### src/rtl/mul_pkg.sv
// Shared definitions for the sequential signed 32x32 multiplier.
//   MUL_WIDTH   operand width
//   MUL_ITERS   radix-4 Booth digits per operand (one per RUN cycle)
//   MUL_PP_W    partial-product / upper-accumulator width (operand + 2 guard bits)
//   mul_state_e control FSM states
package mul_pkg;

    localparam int MUL_WIDTH = 32;
    localparam int MUL_ITERS = 16;
    localparam int MUL_PP_W  = MUL_WIDTH + 2;

    typedef enum logic [1:0] {
        IDLE = 2'd0,
        RUN  = 2'd1,
        DONE = 2'd2
    } mul_state_e;

endpackage

### src/rtl/mul_32_seq_if.sv
// Request/result bundle of the sequential multiplier.
//   start          request a multiply (honoured only while idle)
//   a_multiplicand signed multiplicand, captured with start
//   b_multiplier   signed multiplier, captured with start
//   busy           high while a multiply is in progress or completing
//   done           one-cycle pulse, c_product valid
//   c_product      signed product, {HI[63:32], LO[31:0]}
// master = requester, slave = multiplier.
interface mul_32_seq_if;
    import mul_pkg::*;

    logic                     start;
    logic [MUL_WIDTH-1:0]     a_multiplicand;
    logic [MUL_WIDTH-1:0]     b_multiplier;
    logic                     busy;
    logic                     done;
    logic [2*MUL_WIDTH-1:0]   c_product;

    modport master (
        output start, a_multiplicand, b_multiplier,
        input  busy, done, c_product
    );

    modport slave (
        input  start, a_multiplicand, b_multiplier,
        output busy, done, c_product
    );

endinterface

### src/rtl/booth_r4_sel.sv
// Radix-4 Booth partial-product selector (combinational).
//   bits   {b[i+1], b[i], b[i-1]} multiplier triplet
//   mcand  signed multiplicand
//   pp     digit * mcand, digit in {-2,-1,0,+1,+2}, sign-extended to 34 bits
module booth_r4_sel
    import mul_pkg::*;
(
    input  logic [2:0]           bits,
    input  logic [MUL_WIDTH-1:0] mcand,
    output logic [MUL_PP_W-1:0]  pp
);

    logic [MUL_PP_W-1:0] ext;

    // Two guard bits: +/-2 * (-2^31) still fits as a signed 34-bit value.
    assign ext = {{2{mcand[MUL_WIDTH-1]}}, mcand};

    always_comb begin
        pp = '0;
        unique case (bits)
            3'b001, 3'b010: pp = ext;
            3'b011:         pp = ext << 1;
            3'b100:         pp = -(ext << 1);
            3'b101, 3'b110: pp = -ext;
            default:        pp = '0;      // 000 / 111: digit 0
        endcase
    end

endmodule

### src/rtl/mul_32_seq.sv
// Sequential signed 32x32 -> 64 multiplier, radix-4 Booth, one digit per cycle.
//   clk      rising-edge clock
//   reset_n  asynchronous active-low reset
//   mbus     mul_32_seq_if slave: start/operands in, busy/done/c_product out
// Timing: start sampled in IDLE at edge N; RUN occupies the 16 cycles after
// edges N..N+15; the DONE cycle follows edge N+16 (done pulse, product valid);
// the block is back in IDLE after edge N+17, giving one result per 18 cycles.
module mul_32_seq
    import mul_pkg::*;
#(
    parameter int WIDTH = MUL_WIDTH
)(
    input  logic          clk,
    input  logic          reset_n,
    mul_32_seq_if.slave   mbus
);

    mul_state_e         state_q, state_d;
    logic [3:0]         cnt_q;
    logic [WIDTH-1:0]   mcand_q;
    logic [WIDTH+1:0]   acc_q;       // upper half of the shifting product pair
    logic [WIDTH-1:0]   mq_q;        // multiplier, refilled from the bottom of acc
    logic               q_m1_q;      // implicit bit below the current digit
    logic [2*WIDTH-1:0] prod_q;

    logic [WIDTH+1:0]   pp;
    logic [WIDTH+1:0]   acc_sum;
    logic [WIDTH+1:0]   acc_shift;
    logic [WIDTH-1:0]   mq_shift;
    logic               last_iter;
    logic               busy, done;

    booth_r4_sel u_sel (
        .bits  ({mq_q[1:0], q_m1_q}),
        .mcand (mcand_q),
        .pp    (pp)
    );

    // Add the digit product, then arithmetic shift {acc, mq} right by 2.
    assign acc_sum   = acc_q + pp;
    assign acc_shift = {{2{acc_sum[WIDTH+1]}}, acc_sum[WIDTH+1:2]};
    assign mq_shift  = {acc_sum[1:0], mq_q[WIDTH-1:2]};
    assign last_iter = (cnt_q == 4'(MUL_ITERS - 1));

    always_ff @(posedge clk or negedge reset_n) begin
        if (!reset_n) state_q <= IDLE;
        else          state_q <= state_d;
    end

    always_comb begin
        state_d = state_q;
        busy    = 1'b0;
        done    = 1'b0;
        unique case (state_q)
            IDLE: if (mbus.start) state_d = RUN;
            RUN: begin
                busy = 1'b1;
                if (last_iter) state_d = DONE;
            end
            DONE: begin
                busy    = 1'b1;
                done    = 1'b1;
                state_d = IDLE;
            end
            default: state_d = IDLE;
        endcase
    end

    always_ff @(posedge clk or negedge reset_n) begin
        if (!reset_n) begin
            cnt_q   <= '0;
            mcand_q <= '0;
            acc_q   <= '0;
            mq_q    <= '0;
            q_m1_q  <= 1'b0;
            prod_q  <= '0;
        end else begin
            unique case (state_q)
                IDLE: if (mbus.start) begin
                    cnt_q   <= '0;
                    mcand_q <= mbus.a_multiplicand;
                    mq_q    <= mbus.b_multiplier;
                    q_m1_q  <= 1'b0;
                    acc_q   <= '0;
                end
                RUN: begin
                    cnt_q  <= cnt_q + 4'd1;
                    acc_q  <= acc_shift;
                    mq_q   <= mq_shift;
                    q_m1_q <= mq_q[1];
                    // After the 16th shift the full product sits in {acc[31:0], mq}.
                    if (last_iter) prod_q <= {acc_shift[WIDTH-1:0], mq_shift};
                end
                default: ;
            endcase
        end
    end

    assign mbus.busy      = busy;
    assign mbus.done      = done;
    assign mbus.c_product = prod_q;

endmodule

### src/flat_wrapper.sv
// flat-port wrapper written by rule: the top's interface ports become plain ports
module mul_32_seq_flat import mul_pkg::*;
#(
    parameter int WIDTH = MUL_WIDTH
)
  (clk, reset_n, mbus_start, mbus_a_multiplicand, mbus_b_multiplier, mbus_busy, mbus_done, mbus_c_product);
  mul_32_seq_if mbus_i ();
  input  logic clk;
  input  logic reset_n;
  input wire logic [$bits(mbus_i.start)-1:0] mbus_start;
  input wire logic [$bits(mbus_i.a_multiplicand)-1:0] mbus_a_multiplicand;
  input wire logic [$bits(mbus_i.b_multiplier)-1:0] mbus_b_multiplier;
  output wire logic [$bits(mbus_i.busy)-1:0] mbus_busy;
  output wire logic [$bits(mbus_i.done)-1:0] mbus_done;
  output wire logic [$bits(mbus_i.c_product)-1:0] mbus_c_product;
  assign mbus_i.start = mbus_start;
  assign mbus_i.a_multiplicand = mbus_a_multiplicand;
  assign mbus_i.b_multiplier = mbus_b_multiplier;
  assign mbus_busy = mbus_i.busy;
  assign mbus_done = mbus_i.done;
  assign mbus_c_product = mbus_i.c_product;
  mul_32_seq #(.WIDTH(WIDTH)) u_core (.clk(clk), .reset_n(reset_n), .mbus(mbus_i));
endmodule
### config.mk
export PLATFORM = sky130hd
export DESIGN_NAME = mul_32_seq_flat
export DESIGN_NICKNAME = d
export VERILOG_FILES = /design/src/rtl/mul_pkg.sv /design/src/rtl/mul_32_seq_if.sv /design/src/rtl/booth_r4_sel.sv /design/src/rtl/mul_32_seq.sv /design/src/flat_wrapper.sv
export SDC_FILE = /design/constraint.sdc
export NUM_CORES = 1
export LEC_CHECK = 0
export CORE_MARGIN = 4
export CORE_UTILIZATION = 51
export CTS_CLUSTER_SIZE = 8
export DETAILED_ROUTE_END_ITERATION = 6
export PLACE_DENSITY = 0.78
export SYNTH_ARGS = -nofsm -noshare
export SYNTH_HDL_FRONTEND = slang
export SYNTH_SLANG_ARGS = --single-unit
### constraint.sdc
create_clock -name clk -period 5 [get_ports clk]
set_clock_uncertainty 0.15 [all_clocks]
set_input_delay 1 -clock clk [delete_from_list [all_inputs] [get_ports clk]]
set_output_delay 1 -clock clk [all_outputs]
set_load 0.005 [all_outputs]
After elaboration in Yosys (flattened, before gate mapping)
Cells that the tools add are included.
W data, S select, Z words.
{ "word_totals": {"ff_bits": 169, "input_bits": 67, "out_inout_bits": 66} }
{ "op_classes": {"add_sub_neg": 4, "n_eq_ne": 11, "muxes": 14, "reduce_logical": 9} }
{ "op_table": {"columns": ["op", "n"], "rows": [
  ["$pmux W34 S4", 1],
  ["$neg A34 Y34", 2],
  ["$pmux W34 S2", 1],
  ["$pmux W32 S2", 1],
  ["$add A34 B34 Y34", 1],
  ["$mux W34", 1],
  ["$mux W32", 1],
  ["$eq A3 B3 Y1 const B", 3],
  ["$pmux W4 S2", 1],
  ["$reduce_and A2 Y1", 4],
  ["$eq A3 B2 Y1 const B", 2],
  ["$reduce_or A2 Y1", 3],
  ["$add A4 B1 Y4 const B", 1],
  ["$eq A4 B4 Y1 const B", 1],
  ["$mux W2", 2],
  ["$mux W4", 1],
  ["$pmux W2 S2", 1],
  ["$eq A3 B1 Y1 const B", 1],
  ["$mux W1", 3],
  ["$eq A2 B1 Y1 const B", 1],
  ["$eq A2 B2 Y1 const B", 1],
  ["$logic_not A2 Y1", 1],
  ["$ne A2 B1 Y1 const B", 1],
  ["$ne A2 B2 Y1 const B", 1],
  ["other kinds (2)", 2]
]} }

Depth between registers and ports, before layout
Gate-level depths: netlist of run 1.
{ "depth": {"ltp_word": 5, "mapped_depth": 21} }

By module
From an unflattened synthesis of run 1, not the netlist that was laid out.
{ "hier_totals": {"hier_cells": 1134, "hier_area_um2": 10561.4} }
{ "by_module_without_submodules": {"columns": ["mod", "n_inst", "cells_per_inst", "area_per_inst_um2"], "rows": [
  ["mul_32_seq", 1, 795, 8363.0],
  ["booth_r4_sel", 1, 339, 2198.4]
]} }

Least setup slack after synthesis of run 1
OpenSTA, ideal clock, no wires.
{ "synth_path": {"path_kind": "flip-flop to flip-flop", "startpoint": "register u_core.mcand_q[1]", "endpoint": "register u_core.prod_q[62] (netlist: u_core.mbus.c_product[62])", "t_arrival_ns": 4.413, "slack_ns": 0.299, "stages_incl_launch_ff": 22, "n_path_buf": 0, "synth_period_minus_slack_ns": 4.701, "path_cell_list": "dfrtp_1 inv_1 ha_1 or3b_2 nor3_2 and3_1 nand2_1 nor2_1 xnor2_1 nor2_1 o21bai_1 mux4_2 ha_1 and3_1 and2_1 a221oi_1 o21ai_0 nor3_1 o21a_1 o2111ai_1 xnor2_1 o21ai_0"} }
{ "synth_between": {"elab_chain_len": 3, "elab_cells_between_ends": 4} }
{ "synth_rtl": {"columns": ["element", "line", "text"], "rows": [
  ["from (decl)", "mul_32_seq.sv:20", "logic [WIDTH-1:0] mcand_q;"],
  ["from (signal assigned)", "mul_32_seq.sv:81", "mcand_q <= mbus.a_multiplicand;"],
  ["$neg A34 Y34, on equally long branches", "booth_r4_sel.sv:24, booth_r4_sel.sv:23", null],
  ["$pmux W34 S4 *", "booth_r4_sel.sv:20", "unique case (bits)"],
  ["$add A34 B34 Y34 *", "mul_32_seq.sv:40", "assign acc_sum = acc_q + pp;"],
  ["to (signal assigned)", "mul_32_seq.sv:92", "if (last_iter) prod_q <= {acc_shift[WIDTH-1:0], mq_shift};"],
  ["to (decl)", "mul_32_seq.sv:24", "logic [2*WIDTH-1:0] prod_q;"]
]} }
Every way passes the cells marked *; elsewhere a longest branch is shown, timed or not.
A chain may end at the register's enable or synchronous reset.

Worst setup path after layout of run 1
{ "layout_path": {"startpoint": "register u_core.mcand_q[15]", "endpoint": "register u_core.acc_q[32]"} }
{ "layout_between": {"elab_chain_len": 4, "elab_cells_between_ends": 5} }
{ "layout_rtl": {"columns": ["element", "line", "text"], "rows": [
  ["$neg A34 Y34, on equally long branches", "booth_r4_sel.sv:24, booth_r4_sel.sv:23", null],
  ["$pmux W34 S4 *", "booth_r4_sel.sv:20", null],
  ["$add A34 B34 Y34 *", "mul_32_seq.sv:40", null],
  ["$pmux W34 S2 *", "mul_32_seq.sv:78", "unique case (state_q)"],
  ["to (signal assigned)", "mul_32_seq.sv:88", "acc_q <= acc_shift;"],
  ["to (decl)", "mul_32_seq.sv:21", "logic [WIDTH+1:0] acc_q;"]
]} }
Marked as above.

==> metrics.yaml, run 1 <==
num_rows: 51
viasPerCell: 5.80
yosys_warnings: 0
top_usage_layer: "met2"
fin_util: 0.647
cts.sinks: 167
switching_power_w: 0.00401
drt_wl_total_microns: 26100
totalPowerFinal_w: 0.00850
tritoncts: "done"
pin_count: 133
dpl.hpwl_microns: 18400
avgRoutedWirePerCell_microns: 17.3
grt_pass1_vias: 8403
drtIter0Drc: 814
antenna_found_initial: 0
cts_buffers: 17
use_met2: 0.376
grt_use_met1: 0.339
cts_buffer_depth: 2
ys_seq_elements: 167
path_clk_slew_ns: 0.07
grt_max_degree: 105
cp_cell_sequence: "or4_4 -> nor4_4 -> buf_4 -> nand3b_1 -> or3_1 -> and2_1 -> xor2_1 -> a221oi_1 -> a21oi_1 -> ha_1 -> nor2b_1 -> a221o_1 -> a31oi_1 -> o211ai_1 -> a31oi_1 -> xnor2_1 -> o21ai_1"
status: "finished, final reports clean"
area_growth_pct: 25.2
htree_levels: 4
whs_path_depth: 2
timing.final.crit_share: 0.981
synthesis.nets: 1199
synth_async_sr_flop_share: 1.00
final_cell_mix: "dfrtp_1, nand2_1, o21ai_0"
crit_top_cell: "a31oi_1"
clockRootBuffer: "clkbuf_16"
crit_arrival_ns: 5.03
holdWs_ns: 0.327
setup_violations: 0
crit_cells: 17
crit_slowest_cell: "or4_4"
path_max_fanout: 6
startpoint_type: "flip-flop"
end_kind: "flip-flop"
globalplace.congestion: 0.949
grt_pass1_wl_microns: 42800
worstSetupPathType: "flip-flop to flip-flop"
coreArea_sq_um: 19400
layout.nets: 1332
hold_path.class: "flip-flop to flip-flop"
power.share.clock: 0.158
rsz0062_at_grt: "true"
r2r_cells: 17
drive_gt1_frac: 0.152
grt_use_total: 0.238
worst_slew_margin_rel: 0.247
met3_usage: 0.0472
critPathTopFamily: "simple AND/OR/NAND/NOR gates"
required_ns: 5.12
tightest_slew_ns: 1.13
synth_cells: 1093
clk_latency_ns: 0.44
p_int_w: 0.00449
portBuffers: 132
ys_seq_area_frac: 0.417
die_w_microns: 148
drcViolationCount: 0
drt_first_pass_iters: 6
p_comb_frac: 0.576
die_y_microns: 148
hold_viol_final: 0
antenna_cells: 0
finalMaxSlewViolations: 0
avgSynthCellArea_sq_um: 9.17
max_freq_mhz: 204
slowest_delay_ns: 0.61
cts_hold_buffers: 0
die_area_sq_um: 22000
maxCapViolCount: 0
crit_buf_inv: 1
gr-total-overflow: 0
swShare: 0.472
powerDensity_nw_per_um2: 677
ant_nets: 0
p_leak_nw: 5.45
min_period_ns: 4.91
synth_edf_count: 0
yosys.cell_types.count: 66
vias: 8726
syn_area_sq_um: 10000
irDropWorstVdd_uv: 347
synth_flop_cell: "dfrtp_1"
seqPwrFrac: 0.267
final_common_cell: "dfrtp_1"
start_util: 0.517
cells in the mapped netlist (all sizes together) (22+ instances only):
cell type  instances  area, sq um
xor2              24          210
nand2            161          604
a21oi             60          300
inv               22         82.6
mux2              66          743
o21ai            158          791
ha                38          475
xnor2             40          358
mux2i             35          350
nor2              61          229
dfrtp            167         4180
clkbuf            57          214
layout make-up:
class / count / area [sq um]
sequential: 167 / 4180
multi-input combinational: 837 / 5650
timing repair buffer: 180 / 1690
tap: 265 / 332
clock inverter: 15 / 183
clock buffer: 17 / 425
inverter: 23 / 86.3
fill: 1606 / 6850
flip-flops by register name, summed over array words and instances, names as in the netlist:
signal and count:
u_core.mcand_q 32, u_core.mbus.c_product 64, u_core.state_q 2, u_core.q_m1_q 1
u_core.cnt_q 4, u_core.mq_q 32, u_core.acc_q 32
power groups by stage:
stage                     Clock [W]  Sequential (W)  Combinational [W]
after floorplan                   0         0.00204            0.00352
after global placement            0         0.00224            0.00453
after detailed placement          0         0.00225            0.00466
after CTS                   0.00136         0.00223            0.00472
after global routing        0.00141         0.00232            0.00542
final                       0.00134         0.00227            0.00489
cell families after synthesis:
family	synth area share
compound gates	0.188
simple gates	0.142
flops	0.417
mux	0.114
buf+inv	0.0334
xor+xnor	0.0567
fa+ha+maj	0.0494
worst min-delay path, delay by kind of cell (launching register included):
kind | cells | cell delay, ns
DFF | 1 | 0.34
AOI/OAI and AO/OA | 1 | 0.05
and+or+nand+nor | 1 | 0.05
routing by layer:
layer,share of wire,vias up
met5,0,-
met4,0.018,0
met3,0.065,49
met2,0.47,334
met1,0.44,4177
li1,-,4166
path summary, 6_finish.rpt:
kind,from,end,slack [ns]
min reg2reg,u_core.mbus.c_product[53],u_core.mbus.c_product[53],0.33
min,u_core.mbus.c_product[53],u_core.mbus.c_product[53],0.33
max reg2reg,u_core.mcand_q[15],u_core.acc_q[32],0.09
min in group asynchronous,reset_n,u_core.mbus.c_product[51],0.52
max in group asynchronous,reset_n,u_core.mq_q[1],3.17
max,u_core.mcand_q[15],u_core.acc_q[32],0.09
timing repair:
| item | CTS | global route |
|---|---|---|
| pin swaps | 0 | 20 |
| buffers inserted | 0 | 7 |
| gates resized for setup | 2 | 33 |
| setup endpoints to repair | 6 | 30 |
stage by stage:
step                setup WS (ns)  instance area, sq um  setup TNS, ns  std cells
finish                     0.0932                 12500              0       1504
detailed placement        -0.0321                 11800        -0.0552       1465
floorplan                   0.299                 10000              0       1093
global placement           0.0934                 11800              0       1465
CTS                        0.0211                 12400              0       1497
global route              -0.0235                 12500        -0.0484       1504
(Power assumes the default switching activity.)
==> run 2: changes to the inputs <==
ABC_AREA = 1   (was unset)
==> run 2 against run 1 <==
Net effect:
- clock-buffer cell count did not move
- first-iteration DRC count fell by 17%
- global-route usage grew 2.4 points
- worst setup slack better by 1.0 ns
- synthesized cell count grew 27%
- cell count up 19%
- worst hold slack better by 0.0024 ns
- register-to-register slack better by 1.0 ns
- critical path type unchanged
==> metrics.yaml, run 2 <==
final_common_cell: "nand2_1"  # was dfrtp_1
viasPerCell: 5.43  # was 5.80
cp-startpoint: "u_core.q_m1_q"  # was u_core.mcand_q[15]
slowest_delay_ns: 0.65  # was 0.61 ns
irDropWorstVdd_uv: 352  # was 347 uV
synth_cells: 1392  # was 1,093
drt_wl_total_microns: 28700  # was 26,100 microns
yosys_warnings: 0  # unchanged
synth_flop_cell: "dfrtp_1"  # unchanged
synth_most_common_cell: "nand2_1"  # was dfrtp_1
die_w_microns: 150  # was 148 microns
rsz0062_at_grt: "false"  # was true
coreArea_sq_um: 19600  # was 19,400 sq um
fin_tns_setup_ns: 0  # unchanged
start_util: 0.521  # was 0.517
gr-total-overflow: 0  # unchanged
maxCapViolCount: 0  # unchanged
nFillCells: 1773  # was 1,606
cts_buffer_depth: 2  # unchanged
ys_seq_elements: 167  # unchanged
avgSynthCellArea_sq_um: 7.34  # was 9.17 sq um
powerDensity_nw_per_um2: 730  # was 677 nW/um^2
grt_pass1_vias: 8957  # was 8,403
drcViolationCount: 0  # unchanged
die_area_sq_um: 22400  # was 22,000 sq um
startpoint_type: "flip-flop"  # unchanged
drt_first_pass_iters: 6  # unchanged
cts.sinks: 167  # unchanged
yosys.cell_types.count: 46  # was 66
synth_async_sr_flop_share: 1.00  # unchanged
syn_area_sq_um: 10200  # was 10,000 sq um
crit_slowest_cell: "o211ai_1"  # was or4_4
timing.final.crit_share: 0.782  # was 0.981
die_y_microns: 150  # was 148 microns
p_leak_nw: 5.89  # was 5.45 nW
vias: 9695  # was 8,726
layout.nets: 1614  # was 1,332
globalplace.congestion: 0.972  # was 0.949
hold_path.class: "flip-flop to flip-flop"  # unchanged
antenna_cells: 0  # unchanged
rr_startpoint: "u_core.q_m1_q"  # was u_core.mcand_q[15]
ys_seq_area_frac: 0.409  # was 0.417
path_clk_slew_ns: 0.07  # about the same
synthesis.nets: 1498  # was 1,199
clk_latency_ns: 0.43  # was 0.44 ns
synth_top_area_share: 0.409  # was 0.417
synth_edf_count: 0  # unchanged
max_freq_mhz: 256  # was 204 MHz
num_rows: 51  # unchanged
min_period_ns: 3.91  # was 4.91 ns
worst_slew_margin_rel: 0.217  # was 0.247
drive_gt1_frac: 0.0533  # was 0.152
avgRoutedWirePerCell_microns: 16.1  # was 17.3 microns
clockRootBuffer: "clkbuf_16"  # unchanged
hold_viol_final: 0  # unchanged
status: "finished, final reports clean"  # unchanged
required_ns: 5.16  # was 5.12 ns
synth_area_leaders: "dfrtp_1, nand2_1, o21ai_0, inv_1, ha_1"  # was dfrtp_1, o21ai_0, mux2_2, nand2_1, ha_1
tightest_slew_ns: 1.17  # was 1.13 ns
crit_top_cell: "nand2_1"  # was a31oi_1
min_from: "u_core.mbus.c_product[53]"  # unchanged
grt_max_degree: 83  # was 105
grt_pass1_wl_microns: 46700  # was 42,800 microns
end_kind: "flip-flop"  # unchanged
path_max_fanout: 24  # was 6
fin_util: 0.633  # was 0.647
ant_nets: 0  # unchanged
cp_cell_sequence: "inv_1 -> nand2_1 -> nand2_1 -> nor2_2 -> inv_1 -> o211ai_1 -> fa_1 -> nand3_1 -> nand2_1 -> nand2_1 -> nand2_1 -> a21o_1 -> nand3_1 -> nand2_1 -> nand2_1 -> nand3_1 -> nand2_1"  # was or4_4 -> nor4_4 -> buf_4 -> nand3b_1 -> or3_1 -> and2_1 -> xor2_1 -> a221oi_1 -> a21oi_1 -> ha_1 -> nor2b_1 -> a221o_1 -> a31oi_1 -> o211ai_1 -> a31oi_1 -> xnor2_1 -> o21ai_1
cts_setup_buffers: 0  # unchanged
worstSetupPathType: "flip-flop to flip-flop"  # unchanged
setup_violations: 0  # unchanged
grt_use_total: 0.262  # was 0.238
met2_length_microns: 12500  # was 12,300 microns
final_cell_mix: "nand2_1, dfrtp_1, inv_1, clkdlybuf4s50_1, nor2_1"  # was dfrtp_1, nand2_1, o21ai_0
drtIter0Drc: 676  # was 814
met1Wirelength_microns: 13900  # was 11,600 microns
dpl.hpwl_microns: 21800  # was 18,400 microns
portBuffers: 132  # unchanged
route.met3.wl_microns: 1930  # was 1700 microns
tritoncts: "done"  # unchanged
synthTopCellsByCount: "nand2_1, dfrtp_1, inv_1, nor2_1, o21ai_0"  # was dfrtp_1, nand2_1, o21ai_0, mux2_2, nor2_1
htree_levels: 4  # unchanged
antenna_found_initial: 0  # unchanged
finalMaxSlewViolations: 0  # unchanged
pin_count: 133  # unchanged
crit_arrival_ns: 4.08  # was 5.03 ns
synth_top_area_cell: "dfrtp_1"  # unchanged
cts_hold_buffers: 0  # unchanged
largest_reg_flops: 64  # unchanged
cts_buffers: 17  # unchanged
top_layer: "met4"  # unchanged
area_growth_pct: 21.4  # was 25.2%
cts_resized: 0  # was 2
==> run 2: cell type report <==
| type | instances | area [sq um] | area share |
|---|---|---|---|
| flip-flops and latches | 167 | 4180 | 0.337 |
| clock buffers | 17 | 425 | 0.0343 |
| repair buffers | 145 | 1420 | 0.115 |
| well taps | 265 | 332 | 0.0267 |
| inverters | 139 | 524 | 0.0423 |
| clock inverters | 15 | 183 | 0.0147 |
| multi-input cells | 1038 | 5340 | 0.430 |
==> run 2: final timing paths <==
path                                             end  slack (ns)  cells after the start
min                        u_core.mbus.c_product[53]        0.33                      2
min in group asynchronous   u_core.mbus.c_product[7]        0.38                      1
max reg2reg                u_core.mbus.c_product[58]        1.09                     17
max                        u_core.mbus.c_product[58]        1.09                     17
min reg2reg                u_core.mbus.c_product[53]        0.33                      2
max in group asynchronous           u_core.acc_q[28]        3.40                      2
==> run 2: layer usage <==
layer,global-route usage,up-vias
li1,-,4834
met3,0.0391,35
met5,0,-
met2,0.395,334
met4,0.0568,0
met1,0.403,4492
==> run 2: metrics by stage <==
step,worst slack [ns],area [sq um],std cells,total power (W),hold slack (ns)
final,1.09,12400,1786,0.00905,0.329
after global routing,0.790,12400,1786,0.00983,0.353
after CTS,1.18,12400,1786,0.00899,0.334
after detailed placement,1.21,11800,1754,0.00760,0.314
after global placement,1.27,11800,1754,0.00753,0.304
after floorplan,1.95,10200,1392,0.00595,0.306
==> run 2: kinds of logic after synthesis <==
| kind of cell | Yosys count | synth area share |
|---|---|---|
| simple gates | 694 | 0.289 |
| compound gates | 269 | 0.152 |
| buf+inv | 187 | 0.0699 |
| flops | 167 | 0.409 |
| fa+ha+maj | 39 | 0.0485 |
| xor+xnor | 35 | 0.0300 |
| mux | 1 | 0.00110 |
==> run 2: report_power, final <==
part / leakage [nW] / switching (W) / internal [W]
Sequential: 2.13 / 0.000337 / 0.00188
Combinational: 3.47 / 0.00355 / 0.00192
Clock: 0.296 / 0.000639 / 0.000719
==> run 2: critical path, delay by kind of cell (launching register included) <==
kind	cells	cell delay, ns
buf+inv	2	0.49
flops	1	0.34
compound gates	2	0.90
simple gates	12	1.48
fa+ha+maj	1	0.41
==> run 3: changes to the inputs <==
clock period = 3.3 ns   (was 5 ns; I/O delays follow)
==> run 3 against run 2 <==
Net effect:
- the run now ends with negative setup slack left
- routed wire length is 8.0% higher
- first-iteration DRC count increased by 19%
- design area grew 14%
- worst setup slack lost 1.1 ns
- clock power rose by 46%
==> metrics.yaml, run 3 (same netlist as run 2, synthesis figures left out) <==
critPathCapture: "u_core.mbus.c_product[48]"  # was u_core.mbus.c_product[58]
finalMaxSlewViolations: 0  # unchanged
p_leak_nw: 6.59  # was 5.89 nW
grt_pass1_wl_microns: 50000  # was 46,700 microns
worst_r2r_endpoint: "u_core.mbus.c_product[48]"  # was u_core.mbus.c_product[58]
switching_power_w: 0.00819  # was 0.00453 W
dpl.hpwl_microns: 22800  # was 21,800 microns
irDropWorstVdd_uv: 565  # was 352 uV
viasPerCell: 5.43  # about the same
globalplace.congestion: 0.970  # was 0.972
cp_cell_sequence: "nor2_1 -> nand2_1 -> nor2_4 -> buf_4 -> nand3_4 -> xor2_2 -> nand2_1 -> o21ai_1 -> a21oi_1 -> o21ai_1 -> ha_1 -> buf_6 -> a21oi_4 -> o21ai_1 -> a21oi_2 -> nand3_1 -> nor2_1 -> nand3b_1 -> nand2_1"  # was inv_1 -> nand2_1 -> nand2_1 -> nor2_2 -> inv_1 -> o211ai_1 -> fa_1 -> nand3_1 -> nand2_1 -> nand2_1 -> nand2_1 -> a21o_1 -> nand3_1 -> nand2_1 -> nand2_1 -> nand3_1 -> nand2_1
crit_buf_inv: 2  # unchanged
critPathTopFamily: "simple AND/OR/NAND/NOR gates"  # unchanged
coreArea_sq_um: 19600  # unchanged
seqPwrFrac: 0.200  # was 0.245
rr_startpoint: "u_core.mcand_q[6]"  # was u_core.q_m1_q
post_dp_cell_area_sq_um: 12600  # was 11,800 sq um
worst_slew_margin_rel: 0.500  # was 0.217
num_rows: 51  # unchanged
drive_gt1_frac: 0.208  # was 0.0533
grt_pass1_vias: 9852  # was 8,957
slowest_delay_ns: 0.40  # was 0.65 ns
final_area_sq_um: 14100  # was 12,400 sq um
die_w_microns: 150  # unchanged
worstSetupPathType: "flip-flop to flip-flop"  # unchanged
clockRootBuffer: "clkbuf_16"  # unchanged
crit_slowest_cell: "dfrtp_1"  # was o211ai_1
min_period_ns: 3.33  # was 3.91 ns
area_growth_pct: 38.3  # was 21.4%
max_freq_mhz: 300  # was 256 MHz
crit_cells: 19  # was 17
p_comb_frac: 0.684  # was 0.605
setup_violations: 1  # was 0
grt_use_total: 0.280  # was 0.262
final_common_cell: "nand2_1"  # unchanged
startpoint_type: "flip-flop"  # unchanged
antenna_cells: 0  # unchanged
reg2reg_slack_ns: -0.03  # was 1.09 ns
status: "complete, but fails checks"  # was finished, final reports clean
drcViolationCount: 0  # unchanged
maxCapViolCount: 0  # unchanged
die_y_microns: 150  # unchanged
tightest_slew_ns: 0.750  # was 1.17 ns
clk_latency_ns: 0.44  # was 0.43 ns
place_ws_ns: -0.133  # was 1.21 ns
fin_util: 0.721  # was 0.633
final_cell_mix: "nand2_1, dfrtp_1, clkdlybuf4s50_1"  # was nand2_1, dfrtp_1, inv_1, clkdlybuf4s50_1, nor2_1
antenna_found_initial: 0  # unchanged
violations: "negative setup slack"
setup_ws_ns: -0.0314  # was 1.09 ns
vias: 10300  # was 9,695
path_clk_slew_ns: 0.08  # was 0.07 ns
cp-startpoint: "u_core.mcand_q[6]"  # was u_core.q_m1_q
gr-total-overflow: 0  # unchanged
die_area_sq_um: 22400  # unchanged
p_int_w: 0.00878  # was 0.00452 W
pin_count: 133  # unchanged
drt_first_pass_iters: 5  # was 6
largest_reg_flops: 64  # unchanged
drt_wl_total_microns: 31000  # was 28,700 microns
tritoncts: "done"  # unchanged
power.share.clock: 0.117  # was 0.150
avgRoutedWirePerCell_microns: 16.3  # was 16.1 microns
swShare: 0.483  # was 0.500
nFillCells: 1570  # was 1,773
drtIter0Drc: 803  # was 676
end_kind: "flip-flop"  # unchanged
ant_nets: 0  # unchanged
powerDensity_nw_per_um2: 1200  # was 730 nW/um^2
timing.final.crit_share: 1.01  # was 0.782
hold_viol_final: 0  # unchanged
crit_arrival_ns: 3.50  # was 4.08 ns
htree_levels: 4  # unchanged
rsz0062_at_grt: "true"  # was false
layout.nets: 1726  # was 1,614
portBuffers: 132  # unchanged
r2r_cells: 19  # was 17
cts_buffers: 17  # unchanged
cts.sinks: 167  # unchanged
cts_buffer_depth: 2  # unchanged
start_util: 0.521  # unchanged
hold_path.class: "primary input to asynchronous set/reset pin"  # was flip-flop to flip-flop
required_ns: 3.47  # was 5.16 ns
grt_max_degree: 82  # was 83
path_max_fanout: 4  # was 24
==> run 3: cell types whose count changed in the layout (fill, tap and decap cells not counted), moves of 18 or more <==
cell / change
nor2_1: -33
nor2_2: +18
a21oi_1: -24
buf_4: +101
nand2_2: +25
nand2_1: -33
a21oi_2: +21
==> run 3: area by class of cell <==
class                           instances  area, sq um  share of cell area
Clock buffer                           17          425              0.0301
Tap cell                              265          332              0.0235
Inverter                              139          526              0.0372
Timing Repair Buffer                  257         2360               0.167
Multi-Input combinational cell       1038         6150               0.435
Sequential cell                       167         4180               0.296
Clock inverter                         14          154              0.0109
==> run 3: routing by layer <==
metal	GRT usage	routed length, microns	part of all wire
met5	0	0	0
met4	0.0805	576	0.019
met3	0.0369	1800	0.058
met2	0.437	14200	0.46
met1	0.411	14400	0.46
==> run 3: what timing repair did <==
item | 4_1_cts | 5_1_grt
hold buffers | 0 | 0
buffers inserted | 9 | 10
pin swaps | 20 | 58
endpoints found under the setup margin | 27 | 54
endpoints found under the hold margin | 0 | 0
resized for setup | 47 | 159
==> run 3: stage by stage <==
stage	hold slack [ns]	setup TNS [ns]	total power, W	instances
after global routing	0.129	-4.44	0.0183	1897
after detailed placement	0.308	-1.30	0.0128	1847
after CTS	0.101	-0.264	0.0155	1887
after floorplan	0.214	0	0.00902	1392
final	0.0582	-0.0314	0.0170	1897
after global placement	0.307	-1.47	0.0127	1847
==> run 3: power by group through the flow <==
stage          Sequential [W]  Combinational, W  Clock [W]
6_report              0.00339            0.0116    0.00198
3_3_place_gp          0.00334           0.00933          0
3_5_place_dp          0.00336           0.00946          0
5_1_grt               0.00347            0.0127    0.00210
2_1_floorplan         0.00327           0.00575          0
4_1_cts               0.00335            0.0101    0.00200
==> run 3: how the worst min path moves through the flow <==
stage / depth (start not counted) / endpoint / startpoint
2_1_floorplan: 0 / u_core.acc_q[0] / reset_n
3_3_place_gp: 2 / u_core.mbus.c_product[30] / u_core.mbus.c_product[30]
3_5_place_dp: 2 / u_core.mbus.c_product[30] / u_core.mbus.c_product[30]
4_1_cts: 1 / u_core.mq_q[10] / reset_n
5_1_grt: 1 / u_core.mq_q[10] / reset_n
6_report: 1 / u_core.mq_q[10] / reset_n
